<file path="config.mk">
export PLATFORM = sky130hd
export DESIGN_NAME = out_addr_gen
export DESIGN_NICKNAME = d
export VERILOG_FILES = /design/src/rtl/cnn_pkg.sv /design/src/rtl/out_rmw_pipe.sv /design/src/rtl/out_addr_gen.sv
export SDC_FILE = /design/constraint.sdc
export NUM_CORES = 1
export LEC_CHECK = 0
export ABC_AREA = 1
export BUFFER_PORTS_ARGS = -buffer_cell sky130_fd_sc_hd__buf_2
export CORE_MARGIN = 5
export CORE_UTILIZATION = 35
export CTS_CLUSTER_DIAMETER = 30
export DETAILED_ROUTE_END_ITERATION = 6
export SLEW_MARGIN = 20
export SYNTH_ARGS = -nofsm -noshare
export SYNTH_HDL_FRONTEND = slang
export SYNTH_SLANG_ARGS = --single-unit
</file>
<file path="constraint.sdc">
create_clock -name clk -period 5.6 [get_ports clk]
set_clock_uncertainty 0.1 [all_clocks]
set_input_delay 0.84 -clock clk [delete_from_list [all_inputs] [get_ports clk]]
set_output_delay 0.84 -clock clk [all_outputs]
set_load 0.01 [all_outputs]
</file>
<file path="src/rtl/cnn_pkg.sv">
// rtl/cnn_pkg.sv - shared constants, stride decode and output-width formula for the conv datapath
package cnn_pkg;

  localparam int BRAM_ADDR_BIT_DEF = 32;
  localparam int DATA_W_DEF        = 32;

  localparam logic [2:0] STRIDE_1 = 3'd1;
  localparam logic [2:0] STRIDE_2 = 3'd2;
  localparam logic [2:0] STRIDE_4 = 3'd4;

  typedef enum logic [1:0] {
    ST_IDLE  = 2'd0,
    ST_RUN   = 2'd1,
    ST_DRAIN = 2'd2
  } state_t;

  function automatic logic stride_legal(input logic [2:0] stride);
    return (stride == STRIDE_1) || (stride == STRIDE_2) || (stride == STRIDE_4);
  endfunction

  function automatic logic [1:0] stride_log2(input logic [2:0] stride);
    case (stride)
      STRIDE_2: return 2'd1;
      STRIDE_4: return 2'd2;
      default:  return 2'd0;
    endcase
  endfunction

  // Output map side length for a 3x3 window; callers guarantee width >= 3.
  function automatic logic [11:0] calc_ow(input logic [11:0] width, input logic [2:0] stride);
    return ((width - 12'd3) >> stride_log2(stride)) + 12'd1;
  endfunction

endpackage

</file>
<file path="src/rtl/out_rmw_pipe.sv">
// rtl/out_rmw_pipe.sv - two-stage read/accumulate/write pipeline with optional clamp and end-flag alignment
module out_rmw_pipe #(
  parameter int ADDR_W = 32,
  parameter int DATA_W = 32
) (
  input  logic              clk,
  input  logic              rst,
  input  logic              in_valid,
  input  logic [ADDR_W-1:0] in_addr,
  input  logic [DATA_W-1:0] in_data,
  input  logic              in_acc,
  input  logic              in_relu,
  input  logic              in_ch_end,
  input  logic              in_img_end,
  output logic              rd_en,
  output logic [ADDR_W-1:0] rd_addr,
  input  logic [DATA_W-1:0] rd_data,
  output logic              wr_en,
  output logic [ADDR_W-1:0] wr_addr,
  output logic [DATA_W-1:0] wr_data,
  output logic              ch_end,
  output logic              img_end,
  output logic              pending
);

  logic              s1_valid, s1_acc, s1_relu, s1_ch_end, s1_img_end;
  logic [DATA_W-1:0] s1_data;
  logic              s2_valid, s2_acc, s2_relu, s2_ch_end, s2_img_end;
  logic [ADDR_W-1:0] s2_addr;
  logic [DATA_W-1:0] s2_data;
  logic [DATA_W-1:0] sum;
  logic [DATA_W-1:0] result;

  assign pending = s1_valid | s2_valid;

  always_comb begin
    sum    = s2_acc ? (rd_data + s2_data) : s2_data;
    result = (s2_relu && sum[DATA_W-1]) ? '0 : sum;
  end

  // rd_addr doubles as the stage-1 address so the write lands where the read came from.
  always_ff @(posedge clk or negedge rst) begin
    if (!rst) begin
      s1_valid   <= 1'b0;
      s1_acc     <= 1'b0;
      s1_relu    <= 1'b0;
      s1_ch_end  <= 1'b0;
      s1_img_end <= 1'b0;
      s1_data    <= '0;
      rd_en      <= 1'b0;
      rd_addr    <= '0;
      s2_valid   <= 1'b0;
      s2_acc     <= 1'b0;
      s2_relu    <= 1'b0;
      s2_ch_end  <= 1'b0;
      s2_img_end <= 1'b0;
      s2_addr    <= '0;
      s2_data    <= '0;
      wr_en      <= 1'b0;
      wr_addr    <= '0;
      wr_data    <= '0;
      ch_end     <= 1'b0;
      img_end    <= 1'b0;
    end else begin
      s1_valid <= in_valid;
      rd_en    <= in_valid & in_acc;
      if (in_valid) begin
        rd_addr    <= in_addr;
        s1_data    <= in_data;
        s1_acc     <= in_acc;
        s1_relu    <= in_relu;
        s1_ch_end  <= in_ch_end;
        s1_img_end <= in_img_end;
      end

      s2_valid <= s1_valid;
      if (s1_valid) begin
        s2_addr    <= rd_addr;
        s2_data    <= s1_data;
        s2_acc     <= s1_acc;
        s2_relu    <= s1_relu;
        s2_ch_end  <= s1_ch_end;
        s2_img_end <= s1_img_end;
      end

      wr_en   <= s2_valid;
      ch_end  <= s2_valid & s2_ch_end;
      img_end <= s2_valid & s2_img_end;
      if (s2_valid) begin
        wr_addr <= s2_addr;
        wr_data <= result;
      end
    end
  end

endmodule

</file>
<file path="src/rtl/out_addr_gen.sv">
// rtl/out_addr_gen.sv - output feature-map writer: FSM, counters, hazard throttle, config latch
// Optional clamp of negative last-channel sums: define OUT_ADDR_GEN_RELU_EN.
module out_addr_gen
  import cnn_pkg::*;
#(
  parameter int BRAM_ADDR_BIT = BRAM_ADDR_BIT_DEF,
  parameter int DATA_W        = DATA_W_DEF
) (
  input  logic                     clk,
  input  logic                     rst,
  input  logic                     start,
  input  logic [11:0]              width,
  input  logic [11:0]              channel,
  input  logic [2:0]               stride,
  input  logic [BRAM_ADDR_BIT-1:0] base_addr,
  input  logic                     res_valid,
  output logic                     res_ready,
  input  logic [DATA_W-1:0]        res_data,
  output logic                     rd_en,
  output logic [BRAM_ADDR_BIT-1:0] rd_addr,
  input  logic [DATA_W-1:0]        rd_data,
  output logic                     wr_en,
  output logic [BRAM_ADDR_BIT-1:0] wr_addr,
  output logic [DATA_W-1:0]        wr_data,
  output logic                     channel_end_out,
  output logic                     img_end_out,
  output logic                     busy,
  output logic                     cfg_err
);

  state_t                   state, state_nxt;
  logic [11:0]              channel_r, ch_cnt;
  logic [23:0]              npix_r, pix_cnt;
  logic [BRAM_ADDR_BIT-1:0] base_r;
  logic                     cfg_err_r;
  logic                     pipe_pending;
  logic                     cfg_ok, start_ok, start_bad;
  logic [11:0]              ow_cfg;
  logic                     accept, last_pix, last_ch, small_frame, relu_on;

  assign cfg_ok      = stride_legal(stride) && (width >= 12'd3) && (channel != 12'd0);
  assign start_ok    = start && (state == ST_IDLE) && cfg_ok;
  assign start_bad   = start && (state == ST_IDLE) && !cfg_ok;
  assign ow_cfg      = calc_ow(width, stride);
  assign accept      = res_valid && res_ready;
  assign last_pix    = (pix_cnt == npix_r - 24'd1);
  assign last_ch     = (ch_cnt == channel_r - 12'd1);
  assign small_frame = (npix_r < 24'd3);
  assign cfg_err     = cfg_err_r;

`ifdef OUT_ADDR_GEN_RELU_EN
  assign relu_on = last_ch;
`else
  assign relu_on = 1'b0;
`endif

  always_ff @(posedge clk or negedge rst) begin
    if (!rst) state <= ST_IDLE;
    else      state <= state_nxt;
  end

  always_comb begin
    state_nxt = state;
    case (state)
      ST_IDLE:  if (start_ok) state_nxt = ST_RUN;
      ST_RUN:   if (accept && last_pix && last_ch) state_nxt = ST_DRAIN;
      ST_DRAIN: if (img_end_out) state_nxt = ST_IDLE;
      default:  state_nxt = ST_IDLE;
    endcase
  end

  // Tiny frames revisit an address before its previous write lands, so only one result may be in flight.
  always_comb begin
    res_ready = 1'b0;
    busy      = 1'b0;
    case (state)
      ST_RUN: begin
        res_ready = !(small_frame && pipe_pending);
        busy      = 1'b1;
      end
      ST_DRAIN: busy = 1'b1;
      default: ;
    endcase
  end

  always_ff @(posedge clk or negedge rst) begin
    if (!rst) begin
      channel_r <= '0;
      npix_r    <= '0;
      base_r    <= '0;
      pix_cnt   <= '0;
      ch_cnt    <= '0;
      cfg_err_r <= 1'b0;
    end else begin
      if (start_bad) cfg_err_r <= 1'b1;
      if (start_ok) begin
        cfg_err_r <= 1'b0;
        channel_r <= channel;
        npix_r    <= {12'd0, ow_cfg} * {12'd0, ow_cfg};
        base_r    <= base_addr;
        pix_cnt   <= '0;
        ch_cnt    <= '0;
      end else if (accept) begin
        if (last_pix) begin
          pix_cnt <= '0;
          ch_cnt  <= ch_cnt + 12'd1;
        end else begin
          pix_cnt <= pix_cnt + 24'd1;
        end
      end
    end
  end

  out_rmw_pipe #(
    .ADDR_W (BRAM_ADDR_BIT),
    .DATA_W (DATA_W)
  ) u_pipe (
    .clk        (clk),
    .rst        (rst),
    .in_valid   (accept),
    .in_addr    (base_r + BRAM_ADDR_BIT'(pix_cnt)),
    .in_data    (res_data),
    .in_acc     (ch_cnt != 12'd0),
    .in_relu    (relu_on),
    .in_ch_end  (last_pix),
    .in_img_end (last_pix && last_ch),
    .rd_en      (rd_en),
    .rd_addr    (rd_addr),
    .rd_data    (rd_data),
    .wr_en      (wr_en),
    .wr_addr    (wr_addr),
    .wr_data    (wr_data),
    .ch_end     (channel_end_out),
    .img_end    (img_end_out),
    .pending    (pipe_pending)
  );

endmodule

</file>
==> impl_metrics.tcl <==
set metrics [dict create \
    setup_viol 16 \
    cp_max_fo 4 \
    synth_flop_cell "dfrtp_1" \
    r2r-start "npix_r[22]" \
    worst_path_max_delay_cell "fa_1" \
    grt_pass1_vias 20040 \
    worstReg2RegEnd "u_pipe.s1_acc" \
    status "finished with violations" \
    netlist_top_cells_count "nand2_1 (749), inv_1 (354), dfrtp_1 (310)" \
    worst_pin_slew_ps 1068 \
    vias 20150 \
    grtUsageTotal_pct 19.03 \
    numCtsBuffers 70 \
    setup_slack_ps -743.4 \
    htree_num_levels 3 \
    rrSetupSlack_ps 2070 \
    report.final.slew_viol_count 0 \
    cts.reportedPaths.clkPinSlew_ps 40 \
    place_inst 4017 \
    grt_max_degree 117 \
    yosys_warnings 0 \
    worstPathRequired_ps 5950 \
    period_share_pct 113.3 \
    ctsRootBufferMaster "clkbuf_16" \
    cts_buffer_depth 3 \
    cts_tree "yes" \
    route.detailed.drc 0 \
    cts.sinks 310 \
    ir_worst_vdd_v 0.0009595 \
    fp-row-count 92 \
    ff2ff_path_depth 9 \
    drive_gt1_share_pct 25.83 \
    synthArstFlopShare_pct 100.0 \
    vias_per_cell 4.816 \
    area_delta_synth_final_pct 32.91 \
    grt_first_pass_wirelength_um 105900 \
    worst_hold_slack_ps 237.7 \
    synth_nets 3165 \
    dp_hpwl_um 49270 \
    post-synth-top-count-cell "nand2_1" \
    crit_path_end_kind "flop" \
    first_iter_violations 1431 \
    crit_type "in -> reg" \
    arrival_ps 6690 \
    crit_family "adder cells" \
    die_x_um 261.2 \
    grt-ovfl-total 0 \
    rsz0062_at_grt "yes" \
    nets 3616 \
    synth_top_area_share_pct 35.12 \
    synth_cells 2832 \
    instances_no_fill 4183 \
    ios 230 \
    gp_congestion 0.9003 \
    hold_class "in -> async" \
    layout_min_cycle_time_ps 6343 \
    slew-limit-headroom_pct 28.79 \
    wire_per_inst_um 15.74 \
    avgSynthCellArea_um2 7.800 \
    postRouteWirelength_um 65860 \
    die_h_um 261.2 \
    start_kind "primary input" \
    cap_violations 0 \
    ys_seq_area_share_pct 35.12 \
    coreArea_mm2 0.06285 \
    ys_ff_latch 310 \
    tns_ps -8235 \
    synth-edff-count 0 \
    fmax_mhz 157.6 \
    fill_cells 6170 \
    timing.critical_path.buf_inv 11 \
    power.density_mw_per_mm2 813.4 \
    antenna_found_initial 1 \
    yosysTopAreaCell "dfrtp_1" \
    hold_violations 0 \
    insertion_delay_ps 620 \
    p_leak_uw 0.01485 \
    start_util_pct 35.15 \
    dieArea_mm2 0.06824 \
    ys_top_cells_by_area "dfrtp_1 (35%), nand2_1 (13%), fa_1 (7.5%), ha_1 (7.0%), inv_1 (6.0%)" \
    dr.pass1.iters 6 \
    io_buffers 229 \
    diodes 0 \
    final_antenna_net_count 0 \
    dp_slack_ps -1572 \
    violations "setup timing" \
    max_stage_delay_ps 540 \
    synth_area_mm2 0.02209 \
    total_power_uw 23880 \
    ys_types 62 \
]
layout make-up:
type	count	area, um2	area share (%)
Timing Repair Buffer	469	3107	10.58
Multi-Input combinational cell	2056	13380	45.56
Clock inverter	44	704.4	2.399
Clock buffer	82	1908	6.499
Tap cell	846	1059	3.605
Sequential cell	310	7761	26.43
Inverter	376	1446	4.926
per-stage QoR:
step | instance area (um2) | utilization [%]
5_1_grt | 29360 | 46.72
3_5_place_dp | 25700 | 40.90
2_1_floorplan | 22390 | -
3_3_place_gp | 25700 | 40.90
6_report | 29360 | 46.72
4_1_cts | 29050 | 46.22
registers in the layout (all words and copies together) (netlist names), 2 cells and up:
register and flops:
state 2, channel_r 12, u_pipe.wr_addr 32, npix_r 23, pix_cnt 24, base_r 32, ch_cnt 12, u_pipe.s2_addr 32
u_pipe.s1_data 32, u_pipe.wr_data 32, u_pipe.rd_addr 32, u_pipe.s2_data 32
cell usage in the layout, fill, tap and decap left out, types with 35 or more instances in the layout:
cell,n
o21ai_0,208
nand2_1,715
xor2_1,88
inv_1,320
a21oi_1,118
nand4_1,48
fa_1,80
nor3_1,35
buf_4,217
buf_2,222
nand3_1,125
nor2_1,171
dfrtp_1,309
inv_2,43
clkbuf_16,71
ha_1,103
layer usage:
metal | track usage, % | up-vias | part of all wire, %
li1 | - | 10050 | -
met1 | 25.84 | 9587 | 45
met2 | 32.13 | 434 | 48
met3 | 2.439 | 81 | 4.5
met4 | 5.358 | 0 | 2.0
met5 | 0 | - | 0
power by group:
group | switching (uW) | internal, uW | leakage, uW | total, uW
Clock | 1410 | 3070 | 0.00128 | 4470
Combinational | 8040 | 7360 | 0.00961 | 15400
Sequential | 805 | 3200 | 0.00395 | 4010
kinds of logic after synthesis:
group / count (synthesis) / synth area share, %
adders and majority gates: 206 / 14.49
AOI/OAI and AO/OA: 449 / 11.27
and+or+nand+nor: 1264 / 24.92
buffers and inverters: 466 / 8.439
DFF: 310 / 35.12
xor gates and xnor gates: 128 / 5.302
muxes: 9 / 0.4588
worst max path at each step:
| stage | slack [ps] | end | cells after the start | start |
|---|---|---|---|---|
| after floorplan | -1110 | npix_r[19] | 39 | width[0] |
| after global placement | -1470 | npix_r[16] | 37 | width[0] |
| after detailed placement | -1570 | npix_r[20] | 38 | width[0] |
| after CTS | -700 | npix_r[19] | 39 | width[1] |
| after global routing | -1020 | npix_r[18] | 40 | width[1] |
| final | -740 | npix_r[17] | 37 | width[0] |
timing repair:
action                     in CTS  in global routing
resized for setup             134                 70
hold buffers                    0                  0
pin swaps                      92                 57
cloned                          0                  0
setup endpoints to repair      17                 18
buffers inserted               30                 15
Note: power is estimated with default switching activity, not from simulation.
